$ cat config.mk
export PLATFORM = sky130hd
export DESIGN_NAME = srl_tap_ctrl
export DESIGN_NICKNAME = d
export VERILOG_FILES = /design/src/rtl/srl_tap_ctrl.sv
export SDC_FILE = /design/constraint.sdc
export NUM_CORES = 1
export LEC_CHECK = 0
export CAP_MARGIN = 30
export CORE_UTILIZATION = 47
export CTS_BUF_LIST = sky130_fd_sc_hd__clkbuf_4
export CTS_CLUSTER_SIZE = 25
export DETAILED_ROUTE_END_ITERATION = 10
export GPL_TIMING_DRIVEN = 0
export HOLD_SLACK_MARGIN = 0.12
export PLACE_DENSITY_LB_ADDON = 0.2
export SLEW_MARGIN = 20
export SYNTH_ARGS = -nofsm -noshare
export SYNTH_HDL_FRONTEND = slang
export SYNTH_SLANG_ARGS = --single-unit
$ cat constraint.sdc
create_clock -name clk -period 1.5 [get_ports clk]
set_input_delay 0.3 -clock clk [delete_from_list [all_inputs] [get_ports clk]]
set_output_delay 0.3 -clock clk [all_outputs]
set_load 0.01 [all_outputs]
$ cat src/rtl/srl_tap_ctrl.sv
// Tap controller for an SRL16E video delay line: accepts tap-code requests,
// applies them only during blanking, and flushes the line before flagging valid data.
module srl_tap_ctrl #(
  parameter int MAX_TAPS     = 15,
  parameter int SETTLE_EXTRA = 2
) (
  input  logic       clk,
  input  logic       rst_n,
  input  logic       req_valid,
  input  logic [3:0] req_taps,
  output logic       req_ready,
  input  logic       de,
  input  logic       abort,
  output logic [3:0] taps_o,
  output logic       out_valid,
  output logic       busy,
  output logic       err_range
);

  typedef enum logic [1:0] {
    IDLE,
    WAIT_BLANK,
    SETTLE
  } state_e;

  localparam logic [3:0] MaxTapsC  = 4'(MAX_TAPS);
  localparam logic [4:0] MaxTapsW  = 5'(MAX_TAPS);
  localparam logic [4:0] ExtraC    = 5'(SETTLE_EXTRA);
  localparam logic [4:0] ResetCntC = 5'(MAX_TAPS + SETTLE_EXTRA);

  state_e     state_q, state_d;
  logic [3:0] pending_q, pending_d;
  logic [4:0] cnt_q, cnt_d;
  logic [3:0] taps_q, taps_d;
  logic       valid_q, valid_d;
  logic       err_q, err_d;

  logic       overRange;
  logic [3:0] clamped;

  // Compare in 5 bits so the check stays meaningful when MAX_TAPS is 15.
  assign overRange = {1'b0, req_taps} > MaxTapsW;
  assign clamped   = overRange ? MaxTapsC : req_taps;

  // Reset lands in SETTLE so stale SRL contents are flushed before out_valid rises.
  always_ff @(posedge clk or negedge rst_n) begin
    if (!rst_n) begin
      state_q   <= SETTLE;
      pending_q <= 4'd0;
      cnt_q     <= ResetCntC;
      taps_q    <= MaxTapsC;
      valid_q   <= 1'b0;
      err_q     <= 1'b0;
    end else begin
      state_q   <= state_d;
      pending_q <= pending_d;
      cnt_q     <= cnt_d;
      taps_q    <= taps_d;
      valid_q   <= valid_d;
      err_q     <= err_d;
    end
  end

  always_comb begin
    state_d   = state_q;
    pending_d = pending_q;
    cnt_d     = cnt_q;
    taps_d    = taps_q;
    valid_d   = valid_q;
    err_d     = 1'b0;
    case (state_q)
      IDLE: begin
        if (req_valid) begin
          err_d = overRange;
          if (clamped != taps_q) begin
            pending_d = clamped;
            state_d   = WAIT_BLANK;
          end
        end
      end
      WAIT_BLANK: begin
        // Abort has priority over a blanking edge in the same cycle.
        if (abort) begin
          state_d = IDLE;
        end else if (!de) begin
          taps_d  = pending_q;
          valid_d = 1'b0;
          cnt_d   = {1'b0, pending_q} + ExtraC;
          state_d = SETTLE;
        end
      end
      SETTLE: begin
        if (cnt_q == 5'd0) begin
          state_d = IDLE;
          valid_d = 1'b1;
        end else begin
          cnt_d = cnt_q - 5'd1;
        end
      end
      default: state_d = IDLE;
    endcase
  end

  assign req_ready = (state_q == IDLE);
  assign busy      = (state_q != IDLE);
  assign taps_o    = taps_q;
  assign out_valid = valid_q;
  assign err_range = err_q;

endmodule

==> flow_summary.rst <==
.. list-table::
   :header-rows: 1

   * - Metric
     - Value
   * - CP max FO
     - 3
   * - Category of the worst setup path launch point
     - flip-flop
   * - Synth Area per Inst
     - between 10 and 15 µm²
   * - Share of the synthesized area in the top cell type
     - 25.6%
   * - Routability Congestion
     - 0.791
   * - Total nets after synthesis
     - between 90 and 100
   * - Number of flops mapped to enable cells by yosys
     - 0
   * - Worst clock skew
     - 4.83 ps
   * - Violations in the final reports
     - setup timing
   * - Critical path capture point type
     - flip-flop
   * - Cell count after synthesis
     - 80
   * - Slew of the pin with the lowest slew margin
     - roughly 720 ps
   * - Count of nets left with antenna violations after detail routing
     - 0
   * - Finished layout cell area
     - 0.00127 mm²
   * - Number of cells after detailed placement
     - 120
   * - Setup repair after global routing missed its margin
     - true
   * - Category of the critical setup timing path
     - flip-flop to flip-flop
   * - Placed Instance Area
     - about 0.0011 mm²
   * - Part of the Yosys area used for sequential elements
     - 46.6%
   * - CTS tree
     - built
   * - Max transition margin
     - 51.9%
   * - Data required time at the worst endpoint
     - around 1700 ps
   * - First-pass GRT wire length
     - 2920 µm
   * - Most common library cell in the layout ignoring fill and taps
     - sky130_fd_sc_hd__buf_4
   * - Share of synthesized registers carrying an async set or reset
     - 100%
   * - CTS max path bufs
     - 2
   * - Arrival @ worst endpoint
     - 1790 ps
   * - Worst Setup Slack, final
     - -95.2 ps
   * - Via count of the first global-routing pass
     - 639
   * - Post-DP HPWL
     - 1150 µm
   * - Post-synthesis cell type count
     - 35
   * - Count of nets after finishing
     - 125
   * - Die height
     - 45.2 µm
   * - Final hold violations
     - 0
   * - Worst skew pair latency
     - 290 ps
   * - Die Outline Area
     - 0.00205 mm²
   * - Average routed wire per standard cell
     - 12.9 µm
   * - Core footprint
     - 0.00175 mm²
   * - Leakage power summed over all cells
     - about 0.60 nW
   * - Most used flip-flop cell after synthesis
     - sky130_fd_sc_hd__dfrtp_1
   * - Total of buffers placed on input and output ports
     - 15
   * - Share of the clock period used by the worst path
     - 106%
   * - Num ports
     - 17
   * - Count of final setup violators
     - 10
   * - Antenna violations before repair
     - 0
   * - Aggregate negative setup slack
     - -629 ps
   * - Non-filler cells, final
     - 138
   * - Initial Util
     - between 50 and 60%
   * - Total GRT Usage
     - 20.6%
   * - Largest net degree at the start of global routing
     - 17
   * - Total wire length after detailed routing
     - 1780 µm
   * - Tot Pwr
     - 2.50 mW
   * - Post-synthesis instance area
     - just under 900 µm²
   * - Max-capacitance violation count
     - 0
   * - Minimum clock period
     - roughly 1600 ps
   * - Number of design-rule violations left by the first detailed-router iteration
     - 3
   * - Vias after detailed routing
     - 686
   * - Flop and latch count out of synthesis
     - 16
   * - Fraction of layout instances using a drive strength above 1
     - 48.7%
   * - Quantity of hold-fixing buffers added after cts
     - 0
   * - Total gr overflow
     - 0
   * - Inserted Clock Buffers
     - 3
   * - VDD IR max
     - 1.10 mV
   * - Pwr/cell area
     - 1970 mW/mm²
   * - Clock sink total
     - 16
   * - Post-route DRC violation count
     - 0
   * - Most area-consuming cells after synthesis
     - sky130_fd_sc_hd__dfrtp_1 (26%), sky130_fd_sc_hd__dfstp_2 (21%), sky130_fd_sc_hd__mux2_1 (5.1%)
   * - Average via count per standard cell
     - roughly 5
   * - Warnings from Yosys
     - 0
   * - Cell type with the highest aggregate area in the netlist
     - sky130_fd_sc_hd__dfrtp_1
   * - Final Max Slew Viols
     - 0
   * - Worst Hold Class
     - input port to flip-flop
   * - Count of H-tree levels built during CTS
     - 1
   * - Clock transition time at the flip-flop clock pins of the worst setup and hold paths
     - 90 ps
   * - Outcome
     - finished, violations left
   * - Count of standard-cell rows
     - 15
   * - Top library cells by usage in the layout, fill and taps aside
     - sky130_fd_sc_hd__buf_4 (14), sky130_fd_sc_hd__nand2_1 (12), sky130_fd_sc_hd__dfrtp_1 (9)
   * - Chip Width
     - 45.2 µm
   * - Max frequency
     - 627 MHz
   * - Area Overhead vs Synth
     - 44.9%
   * - First-pass iteration count of the detailed router
     - 4
   * - Worst slack at placement
     - -494 ps
   * - Cell at the root of the clock tree
     - sky130_fd_sc_hd__clkbuf_4
   * - Number of diodes
     - 0
cells in the mapped netlist, types with 2 or more instances:
| cell | n |
|---|---|
| sky130_fd_sc_hd__nor3_1 | 3 |
| sky130_fd_sc_hd__buf_2 | 2 |
| sky130_fd_sc_hd__or2_2 | 2 |
| sky130_fd_sc_hd__nand2_1 | 12 |
| sky130_fd_sc_hd__xor2_1 | 5 |
| sky130_fd_sc_hd__dfstp_2 | 7 |
| sky130_fd_sc_hd__dfrtp_1 | 9 |
| sky130_fd_sc_hd__nor2_1 | 5 |
| sky130_fd_sc_hd__mux2_1 | 4 |
| sky130_fd_sc_hd__inv_1 | 5 |
| sky130_fd_sc_hd__ha_1 | 2 |
cell type report:
class	instances	area [µm²]
plain buffers	3	26.3
clock buffers	3	22.5
clock inverters	1	3.75
fillers	123	473
inverters	5	18.8
multi-input cells	56	512
flip-flops and latches	16	409
well taps	25	31.3
repair buffers	29	249
metrics by stage:
| stage | util (%) | hold slack (ps) |
|---|---|---|
| after floorplan | - | 4.41 |
| after global placement | 62.3 | 463 |
| after detailed placement | 62.3 | 466 |
| after CTS | 71.3 | 455 |
| after global routing | 72.9 | 351 |
| final | 72.9 | 348 |
metal layers:
metal | part of all wire [%] | vias up | GRT usage (%) | wire length (µm)
met2 | 48 | 13 | 31.9 | 857
met5 | 0 | - | 0 | 0
met3 | 2.7 | 4 | 2.40 | 48
met1 | 47 | 328 | 28.2 | 838
met4 | 2.0 | 0 | 10.9 | 36
li1 | - | 341 | - | -
state kept, by name, indices dropped and copies added (netlist names):
signal and flops:
pending_q 4, state_q 2, cnt_q 5, taps_o 4, out_valid 1
report_power, final:
part | internal, mW | switching (mW) | total, mW
registers | 0.705 | 0.196 | 0.901
clock network | 0.0967 | 0.136 | 0.233
logic | 0.769 | 0.602 | 1.37
total | 1.57 | 0.934 | 2.50
worst paths after layout:
check	start	end	slack, ps	cells after the start
max	cnt_q[1]	cnt_q[1]	-100	5
min	req_taps[1]	pending_q[1]	350	2
max reg2reg	cnt_q[1]	cnt_q[1]	-100	5
min reg2reg	taps_o[3]	taps_o[3]	480	2
max in group asynchronous	rst_n	cnt_q[1]	610	1
min in group asynchronous	rst_n	pending_q[2]	440	1
critical path, stage by stage (launching register included):
cell and delay [ps]:
sky130_fd_sc_hd__dfrtp_1 400, sky130_fd_sc_hd__inv_2 80, sky130_fd_sc_hd__ha_4 120, sky130_fd_sc_hd__or4b_4 490, sky130_fd_sc_hd__and2_4 170, sky130_fd_sc_hd__a221oi_2 250
cells by family after synthesis:
group	after synthesis	synth area share [%]
flip-flops	16	46.6
XOR/XNOR	6	5.98
AO/OA/AOI/OAI	12	14.2
other	1	0.427
AND/OR/NAND/NOR	31	20.7
buffers and inverters	8	4.13
multiplexers	4	5.13
adder cells (fa/ha/maj)	2	2.85
what timing repair did:
action	CTS	global route
buffers inserted	13	1
pin swaps	5	2
gates resized for setup	22	12
gates cloned	0	0
endpoints found under the setup margin	15	14
Note: power is estimated with default switching activity, not from simulation.
==> patch 1 (config.mk and constraints unchanged) <==
`MAX_TAPS`: 15 -> 7. Comments in the files are not updated.
--- a/src/rtl/srl_tap_ctrl.sv
+++ b/src/rtl/srl_tap_ctrl.sv
@@ -3,3 +3,3 @@
 module srl_tap_ctrl #(
-  parameter int MAX_TAPS     = 15,
+  parameter int MAX_TAPS     = 7,
   parameter int SETTLE_EXTRA = 2
Check against the original RTL: not equivalent (a bounded check fails within 4 cycles, from zero or initial values and one cycle with rst_n low).
==> patch 1 against the unedited design <==
- total power down 0.47%
- the run still ends with setup timing left
- largest power group unchanged
- count of clock-buffer cells in the layout up 1
- worst setup slack worse by 0.029 ns
- area after synthesis rose by 18%
- critical endpoint is now cnt_q[4]
- sequential cell count up 1
- clock power is 14% higher
- routed wire length increased by 33%
- design area is 12% higher
- largest cell class unchanged
==> patch 1: results (changes against the unedited design) <==
{
  "fillCellCount": {"value": 155, "change": "was 123"},
  "final_critical_path_setup_slack": {"value": -0.125, "unit": "ns", "change": "was -0.0952 ns"},
  "cts.htree.levels": {"value": 1, "change": "unchanged"},
  "vdd_ir_drop_max": {"value": 0.00100, "unit": "V", "change": "was 0.00110 V"},
  "violations": {"value": "setup timing", "change": "unchanged"},
  "synth_fp_nets": {"value": 120, "change": "was 91"},
  "finalSetupViolCount": {"value": 6, "change": "was 10"},
  "grt_resource_usage_total": {"value": 21.8, "unit": "%", "change": "was 20.6%"},
  "p_leak": {"value": 0.660, "unit": "nW", "change": "was 0.601 nW"},
  "worstPathArrival": {"value": 1.81, "unit": "ns", "change": "was 1.79 ns"},
  "timing.rr.end": {"value": "cnt_q[4]", "change": "was cnt_q[1]"},
  "worst_hold_path_type": {"value": "in -> async", "change": "was in -> reg"},
  "final.setup_skew": {"value": 0.00392, "unit": "ns", "change": "was 0.00483 ns"},
  "first_iter_violations": {"value": 7, "change": "was 3"},
  "grt_pass1_vias": {"value": 923, "change": "was 639"},
  "vias": {"value": 937, "change": "was 686"},
  "outcome": {"value": "finished, violations left", "change": "unchanged"},
  "port_buffers": {"value": 16, "change": "was 15"},
  "detailedPlacementHpwl": {"value": 1.55, "unit": "mm", "change": "was 1.15 mm"},
  "worst-slew-pin-transition": {"value": 0.748, "unit": "ns", "change": "was 0.720 ns"},
  "nNetsFinal": {"value": 150, "change": "was 125"},
  "largest_net_degree_at_the_start_of_global_routing": {"value": 18, "change": "was 17"},
  "rr_worst_depth": {"value": 6, "change": "was 5"},
  "grt_pass1_wl": {"value": 4.00, "unit": "mm", "change": "was 2.92 mm"},
  "synth.area.top_cells": {"value": "sky130_fd_sc_hd__dfrtp_1, sky130_fd_sc_hd__dfstp_2, sky130_fd_sc_hd__nand2_1", "change": "was sky130_fd_sc_hd__dfrtp_1, sky130_fd_sc_hd__dfstp_2, sky130_fd_sc_hd__mux2_1"},
  "power.switching": {"value": 1.03, "unit": "mW", "change": "was 0.934 mW"},
  "post_layout_nonfiller_instances": {"value": 164, "change": "was 138"}
}
[patch 1: cell types whose count changed after synthesis, sizes merged, moves of 3 or more]
cell / delta
o21ai: +5
o221ai: +3
mux2: -4
xor2: -3
inv: +4
a21oi: +3
[patch 1: kinds of logic (layout without fill, tap and decap cells)]
group	count (synthesis)	after routing	share of synthesized area (%)
AND/OR/NAND/NOR	38	38	20.1
flip-flops	17	17	41.7
XOR/XNOR	2	2	1.69
adder cells (fa/ha/maj)	3	3	3.62
buffers and inverters	12	41	5.19
AO/OA/AOI/OAI	36	36	27.6
[patch 1: final cells by class]
| class | count | share of cell area [%] |
|---|---|---|
| Sequential cell | 17 | 30.5 |
| Multi-Input combinational cell | 79 | 45.5 |
| Timing Repair Buffer | 25 | 15.5 |
| Tap cell | 27 | 2.37 |
| Buffer | 3 | 1.67 |
| Inverter | 9 | 2.37 |
| Clock buffer | 4 | 2.11 |
[patch 1: metrics by stage]
stage                     worst slack, ns  total power, mW  setup TNS (ns)  cell area [um^2]  hold WS, ns
final                              -0.125             2.49          -0.567              1420        0.441
after global routing               -0.231             2.68           -1.28              1420        0.511
after CTS                          -0.157             2.36          -0.673              1350        0.471
after detailed placement           -0.488             2.00           -4.24              1230        0.479
after global placement             -0.473             1.97           -4.14              1230        0.468
after floorplan                   -0.0900             1.59          -0.188              1040      0.00441
[patch 1: worst min-delay path by stage]
stage                     start            to  slack [ns]  depth (start not counted)
CTS                       rst_n     err_range        0.47                          1
global route        req_taps[0]  pending_q[0]        0.51                          3
detailed placement     cnt_q[3]      cnt_q[3]        0.48                          2
global placement      out_valid     out_valid        0.47                          2
finish                    rst_n     err_range        0.44                          1
floorplan                 rst_n      cnt_q[1]       0.004                          0
[patch 1: critical path: stages, from the launching register on]
cell	delay [ns]
sky130_fd_sc_hd__dfrtp_1	0.40
sky130_fd_sc_hd__inv_2	0.06
sky130_fd_sc_hd__ha_1	0.12
sky130_fd_sc_hd__or4b_4	0.48
sky130_fd_sc_hd__a21oi_4	0.21
sky130_fd_sc_hd__a21oi_1	0.06
sky130_fd_sc_hd__o22a_1	0.19
[patch 1: timing repair]
| item | CTS | global route |
|---|---|---|
| setup endpoints to repair | 16 | 20 |
| setup buffers | 9 | 0 |
| hold buffers | 0 | 0 |
| gates resized for setup | 25 | 21 |
| pin swaps | 4 | 7 |
[patch 1: power groups by stage]
stage	clock network [mW]	logic, mW	registers [mW]
CTS	0.271	1.25	0.838
global placement	0	1.10	0.873
global route	0.286	1.51	0.885
detailed placement	0	1.12	0.880
finish	0.266	1.37	0.859
floorplan	0	0.725	0.868
[patch 1: per-layer routing]
metal  wire length (um)  global-route usage (%)
met1               1140                    27.9
met2               1130                    38.0
met3                 82                    3.74
met4                 20                    5.88
met5                  0                       0
==> patch 2 (same flow settings) <==
Without the edit above. Reset style: synchronous (`rst_n`), changed in one clocked block.
--- a/src/rtl/srl_tap_ctrl.sv
+++ b/src/rtl/srl_tap_ctrl.sv
@@ -45,3 +45,3 @@
   // Reset lands in SETTLE so stale SRL contents are flushed before out_valid rises.
-  always_ff @(posedge clk or negedge rst_n) begin
+  always_ff @(posedge clk) begin
     if (!rst_n) begin
Behaviour: same outputs for any inputs over 10 cycles, from zero or initial values and one cycle with rst_n low; that may be too few to reach the edited logic, so the function may still have changed.
==> patch 2 against the unedited design <==
- the run ends with DRC, setup timing left
- worst setup slack gained 0.083 ns
- design area shrank 8.7%
- maximum frequency grew 5.5%
- die area shrank 6.8%
- routed wire length grew 20%
- non-clock buffer count shrank 4
- global-route usage grew 3.0 points
- first-iteration DRC count grew to 3.3 times the old value
- final cell count shrank 2.9%
- critical path depth is the same
- sequential cell count is the same
- area after synthesis shrank 7.1%
- critical endpoint is now cnt_q[4]
- highest routed layer unchanged
Power is not compared: it rests on default switching activity, and its combinational part moved more than twofold at a synthesized area within 25%.
==> patch 2: results (changes against the unedited design) <==
{
  "outcome": {"value": "finished, violations left", "change": "unchanged"},
  "violations": {"value": "DRC, setup timing", "change": "was setup timing"},
  "detail_route.vias_per_cell": {"value": 5.58, "change": "was 4.97"},
  "dpl.cell_count": {"value": 122, "change": "was 120"},
  "first_iter_violations": {"value": 10, "change": "was 3"},
  "largest_net_degree_at_the_start_of_global_routing": {"value": 11, "change": "was 17"},
  "final.setup_skew": {"value": 0.00738, "unit": "ns", "change": "was 0.00483 ns"},
  "crit_path_max_fanout": {"value": 6, "change": "was 3"},
  "timing.rr.start": {"value": "state_q[1]", "change": "was cnt_q[1]"},
  "gr-usage-met3": {"value": 7.50, "unit": "%", "change": "was 2.40%"},
  "nNetsFinal": {"value": 130, "change": "was 125"},
  "route.met3.wl": {"value": 102, "unit": "um", "change": "was 48 um"},
  "grt_resource_usage_total": {"value": 23.6, "unit": "%", "change": "was 20.6%"},
  "share_of_cell_area_taken_by_multi_input_logic_gates": {"value": 46.2, "unit": "%", "change": "was 40.2%"},
  "fin_setup_tns": {"value": -0.0120, "unit": "ns", "change": "was -0.629 ns"},
  "remaining_design_rule_violation_count": {"value": 1, "change": "was 0"},
  "finalSetupViolCount": {"value": 1, "change": "was 10"},
  "synth.top_cells.by_count": {"value": "sky130_fd_sc_hd__dfxtp_1, sky130_fd_sc_hd__nand2_1, sky130_fd_sc_hd__mux2i_1, sky130_fd_sc_hd__nand3_1, sky130_fd_sc_hd__o21ai_0", "change": "was sky130_fd_sc_hd__nand2_1, sky130_fd_sc_hd__dfrtp_1, sky130_fd_sc_hd__dfstp_2"},
  "num-nonclk-buffers": {"value": 28, "change": "was 32"},
  "sequential_cell_area_fraction_in_the_yosys_report": {"value": 39.3, "unit": "%", "change": "was 46.6%"},
  "final_critical_path_setup_slack": {"value": -0.0120, "unit": "ns", "change": "was -0.0952 ns"},
  "cp-endpoint": {"value": "cnt_q[4]", "change": "was cnt_q[1]"},
  "syn-instance-count": {"value": 91, "change": "was 80"},
  "dr.pass1.iters": {"value": 7, "change": "was 4"},
  "timing.hold.worst_endpoint": {"value": "pending_q[1]", "change": "unchanged"},
  "globalplace.congestion": {"value": 0.800, "change": "was 0.791"},
  "multi_input_cells": {"value": 67, "change": "was 56"}
}
## patch 2: cell types whose count changed in the layout (fill, tap and decap cells not counted), moves of 4 or more
cell,change
sky130_fd_sc_hd__dfxtp_1,+13
sky130_fd_sc_hd__dfrtp_1,-9
sky130_fd_sc_hd__dfstp_2,-7
sky130_fd_sc_hd__mux2i_1,+7
sky130_fd_sc_hd__nand3_1,+6
sky130_fd_sc_hd__buf_4,-4
sky130_fd_sc_hd__mux2_4,-4
sky130_fd_sc_hd__o21ai_0,+4
## patch 2: cell families (layout without fill, tap and decap cells)
family,Yosys count,after routing,share of synthesized area [%]
adders and majority gates,2,2,3.07
AOI/OAI and AO/OA,17,17,15.2
buffers and inverters,8,35,5.21
and+or+nand+nor,34,34,21.8
DFF,16,16,39.3
xor gates and xnor gates,6,6,6.44
other,1,1,0.460
muxes,7,7,8.59
## patch 2: repair_timing
item / CTS / global route
setup buffers: 9 / 0
resized for setup: 19 / 20
setup endpoints to repair: 19 / 13
hold endpoints to repair: 0 / 0
pin swaps: 1 / 3
